<file path="src/rtl/dmem_bridge.sv">
// dmem_bridge: blocking bridge from the core dsram port to a
// valid/ready memory bus, one transaction in flight.
module dmem_bridge #(
   parameter int unsigned TIMEOUT_CYC = 256,
   parameter logic [63:0] ERR_RDATA   = 64'hdead_beef_dead_beef
) (
   input  logic        clk,
   input  logic        rst,
   input  logic        dsram_e,
   input  logic        dsram_we,
   input  logic [63:0] dsram_addr,
   input  logic [63:0] dsram_wdata,
   input  logic [7:0]  dsram_sel,
   output logic [63:0] dsram_rdata,
   output logic        stall,
   output logic        mem_req_valid,
   input  logic        mem_req_ready,
   output logic        mem_req_we,
   output logic [63:0] mem_req_addr,
   output logic [63:0] mem_req_wdata,
   output logic [7:0]  mem_req_wmask,
   input  logic        mem_rsp_valid,
   input  logic [63:0] mem_rsp_rdata,
   output logic        err_timeout,
   output logic [31:0] acc_cnt
);

   typedef enum logic [1:0] {
      IDLE,
      REQ,
      WAIT,
      DONE
   } state_t;

   state_t      state;
   logic [31:0] to_cnt;
   logic        to_hit;

   // limit reached on this WAIT cycle; a zero limit never fires
   assign to_hit = (TIMEOUT_CYC != 0) &&
                   (to_cnt == 32'(TIMEOUT_CYC - 1));

   // freeze the core the same cycle it raises a request
   assign stall = (state == IDLE) ? dsram_e : (state != DONE);

   // request is offered for the whole REQ state
   assign mem_req_valid = (state == REQ);

   // request latch, response capture, timeout and access count
   always_ff @(posedge clk) begin
      if (rst) begin
         state         <= IDLE;
         to_cnt        <= '0;
         mem_req_we    <= 1'b0;
         mem_req_addr  <= '0;
         mem_req_wdata <= '0;
         mem_req_wmask <= '0;
         dsram_rdata   <= '0;
         err_timeout   <= 1'b0;
         acc_cnt       <= '0;
      end else begin
         unique case (state)
            IDLE: begin
               if (dsram_e) begin
                  mem_req_we    <= dsram_we;
                  mem_req_addr  <= dsram_addr;
                  mem_req_wdata <= dsram_wdata;
                  mem_req_wmask <= dsram_we ? dsram_sel : 8'h00;
                  to_cnt        <= '0;
                  state         <= REQ;
               end
            end
            REQ: begin
               if (mem_req_ready) begin
                  state <= WAIT;
               end
            end
            WAIT: begin
               if (mem_rsp_valid) begin
                  dsram_rdata <= mem_rsp_rdata;
                  acc_cnt     <= acc_cnt + 32'd1;
                  state       <= DONE;
               end else if (to_hit) begin
                  dsram_rdata <= ERR_RDATA;
                  err_timeout <= 1'b1;
                  acc_cnt     <= acc_cnt + 32'd1;
                  state       <= DONE;
               end else begin
                  to_cnt <= to_cnt + 32'd1;
               end
            end
            DONE: begin
               state <= IDLE;
            end
            default: begin
               state <= IDLE;
            end
         endcase
      end
   end

endmodule
</file>
<file path="config.mk">
export PLATFORM = sky130hd
export DESIGN_NAME = dmem_bridge
export DESIGN_NICKNAME = d
export VERILOG_FILES = /design/src/rtl/dmem_bridge.sv
export SDC_FILE = /design/constraint.sdc
export NUM_CORES = 1
export LEC_CHECK = 0
export ABC_AREA = 0
export CAP_MARGIN = 20
export CORE_ASPECT_RATIO = 0.75
export CORE_UTILIZATION = 37
export DETAILED_ROUTE_END_ITERATION = 6
export HOLD_SLACK_MARGIN = 0.1
export PLACE_DENSITY = 0.71
export SETUP_SLACK_MARGIN = 0.3
export SYNTH_ARGS = -nofsm -noshare
export SYNTH_HDL_FRONTEND = slang
export SYNTH_SLANG_ARGS = --single-unit
</file>
<file path="constraint.sdc">
create_clock -name clk -period 2.75 [get_ports clk]
set_input_delay 0.275 -clock clk [delete_from_list [all_inputs] [get_ports clk]]
set_output_delay 0.275 -clock clk [all_outputs]
set_load 0.005 [all_outputs]
</file>
==> results.sh <==
export IMPL_grt_max_degree=138
export IMPL_dieArea_um2=29700
export IMPL_grt_overflow=0
export IMPL_clock_root_buffer="clkbuf_16"
export IMPL_synth_cell_types=48
export IMPL_dieHeight_um=149
export IMPL_synth_edf_count=0
export IMPL_io_buffers=441
export IMPL_routedWlPerCell_um=17.7
export IMPL_wirelength_mm=38.1
export IMPL_cts_buffers=29
export IMPL_regArea_um2=5370
export IMPL_grt_use_total_pct=24.5
export IMPL_rsz0062_at_grt="yes"
export IMPL_slew_headroom_pct=50.1
export IMPL_power_share_switching_pct=31.4
export IMPL_cts_sinks=268
export IMPL_syn_area_per_cell_um2=7.89
export IMPL_synth_most_common_cell="nand2_1"
export IMPL_drc=0
export IMPL_min_period_ns=2.31
export IMPL_pin_count=442
export IMPL_antenna_found_initial=1
export IMPL_drt_initial_drc_count=770
export IMPL_synth_area_um2=10700
export IMPL_areaGrowthSynthToFinish_pct=53.3
export IMPL_drv_cap=0
export IMPL_clk_latency_ns=0.56
export IMPL_synth_async_sr_flop_share_pct=0
export IMPL_startpoint_type="flop"
export IMPL_fin_util_pct=58.1
export IMPL_crit_type="reg -> reg"
export IMPL_final_setup_viol_count=0
export IMPL_fmax_ghz=0.433
export IMPL_synth_area_top_cells="dfxtp_1 50%, nand2_1 11%, a21oi_1 11%"
export IMPL_drive_gt1_share_pct=6.11
export IMPL_cts_buffer_depth=3
export IMPL_intPower_mw=8.35
export IMPL_reg2reg_slack_ns=0.44
export IMPL_start_util_pct=37.9
export IMPL_synth_top_area_cell="dfxtp_1"
export IMPL_nNetsFinal=1963
export IMPL_p_leak_nw=5.68
export IMPL_post_route_period_util_pct=84.0
export IMPL_synth_warnings=0
export IMPL_yosys_most_used_dff="dfxtp_1"
export IMPL_critPathMaxFanout=7
export IMPL_combPwrFrac_pct=31.0
export IMPL_yosysSeqAreaShare_pct=50.1
export IMPL_avgViaCountPerCell=5.19
export IMPL_power_frac_seq_pct=38.9
export IMPL_clk_pin_slew_ns=0.06
export IMPL_fin_setup_tns_ns=0
export IMPL_synthCells=1359
export IMPL_num_fill_cells=2583
export IMPL_syn_num_nets=1571
export IMPL_pwr_density_cell_nw_per_um2=742
export IMPL_tightest_slew_ns=0.748
export IMPL_place_hpwl_mm=26.4
export IMPL_crit_required_ns=3.21
export IMPL_postCtsSetupBuffers=0
export IMPL_synth_top_cells_by_count="325 x nand2_1, 268 x dfxtp_1, 227 x a21oi_1"
export IMPL_multiInputGateArea_um2=4940
export IMPL_gp_congestion=0.859
export IMPL_vdd_ir_drop_max_mv=0.548
export IMPL_clockPowerShare_pct=30.1
export IMPL_hold_buffers=0
export IMPL_drv_slew=0
export IMPL_cp_arrival_ns=2.77
export IMPL_cts_tree="done"
export IMPL_rows=53
export IMPL_fin_worst_skew_ns=0.0136
export IMPL_hold_viol_final=0
export IMPL_cp_end_kind="flop"
export IMPL_coreArea_um2=28200
export IMPL_p_switching_mw=3.83
export IMPL_hp_class="in -> reg"
export IMPL_route_vias_total=11200
export IMPL_first_global_vias=10500
export IMPL_grt_first_pass_wirelength_mm=58.1
export IMPL_synth_top_area_share_pct=50.1
export IMPL_outcome="complete, no violations"
export IMPL_drtPass1Iterations=5
export IMPL_dieWidth_um=199
export IMPL_detail_route_antenna_nets=0
export IMPL_ctsHtreeMaxLevel=1
export IMPL_ys_ff_latch=268
==> flip-flops by register name, indices dropped and copies added, names as in the netlist <==
register and cells:
acc_cnt 32, dsram_rdata 64, err_timeout 1, mem_req_addr 64, mem_req_wdata 64, mem_req_we 1
mem_req_wmask 8, state 2, to_cnt 32
==> final timing paths <==
| kind | cells past startpoint | from | endpoint |
|---|---|---|---|
| max | 5 | to_cnt[9] | to_cnt[14] |
| min | 3 | dsram_wdata[13] | mem_req_wdata[13] |
| max reg2reg | 5 | to_cnt[9] | to_cnt[14] |
| min reg2reg | 2 | mem_req_wmask[2] | mem_req_wmask[2] |
==> power by group through the flow <==
stage                     registers (mW)  logic [mW]  clock network, mW
after global placement              4.78        3.74                  0
final                               4.74        3.77               3.67
after floorplan                     4.85        1.63                  0
after global routing                4.81        4.10               3.93
after detailed placement            4.81        3.76                  0
after CTS                           4.74        3.78               3.76
==> kinds of logic after synthesis <==
logic type	after synthesis	share of synthesized area [%]
buffers and inverters	119	4.19
adder cells (fa/ha/maj)	6	0.700
flip-flops	268	50.1
AO/OA/AOI/OAI	322	16.9
AND/OR/NAND/NOR	623	25.9
multiplexers	21	2.21
==> cell usage in the layout, fill, tap and decap left out, types with 21 or more instances in the layout <==
cell type / count
a21oi_1: 227
a311oi_1: 22
buf_4: 21
clkbuf_16: 29
clkdlybuf4s50_1: 440
dfxtp_1: 266
mux2_2: 21
nand2_1: 324
nand3_1: 38
nand4_1: 24
nor2_1: 89
nor2b_1: 21
nor3_1: 78
o21ai_0: 28
==> worst max-delay path, cell delays in order (launching register included) <==
cell and delay (ns):
dfxtp_1 0.46, nand4_1 0.24, or4_4 0.57, or4_4 0.44, o31a_1 0.29, a311oi_1 0.22
==> per-stage QoR <==
stage                     hold WS (ns)  std cells  worst slack (ns)  power [mW]  instance area (µm²)
after floorplan                  0.411       1359             0.451        6.48                10700
after global placement           0.438       2105             0.359        8.52                15500
after detailed placement         0.446       2105             0.274        8.57                15500
after CTS                        0.230       2152             0.346        12.3                16400
after global routing             0.244       2153             0.292        12.8                16400
final                            0.263       2153             0.440        12.2                16400
==> layout make-up <==
| cell class | instances | area share, % |
|---|---|---|
| timing repair buffer | 469 | 28.7 |
| tap | 385 | 2.93 |
| antenna | 1 | 0.0152 |
| inverter | 11 | 0.251 |
| multi-input combinational | 972 | 30.1 |
| sequential | 268 | 32.7 |
| clock buffer | 43 | 5.16 |
| clock inverter | 4 | 0.160 |
==> repair_timing <==
| action | in CTS | in global routing |
|---|---|---|
| endpoints found under the hold margin | 0 | 0 |
| endpoints found under the setup margin | 2 | 16 |
| resized for setup | 3 | 3 |
| pin swaps | 0 | 1 |
==> per-layer routing <==
layer	routed length, µm	global-route usage (%)
met3	3110	7.03
met4	1140	7.85
met1	15600	31.5
met2	18300	39.7
met5	0	0
(Power assumes the default switching activity.)
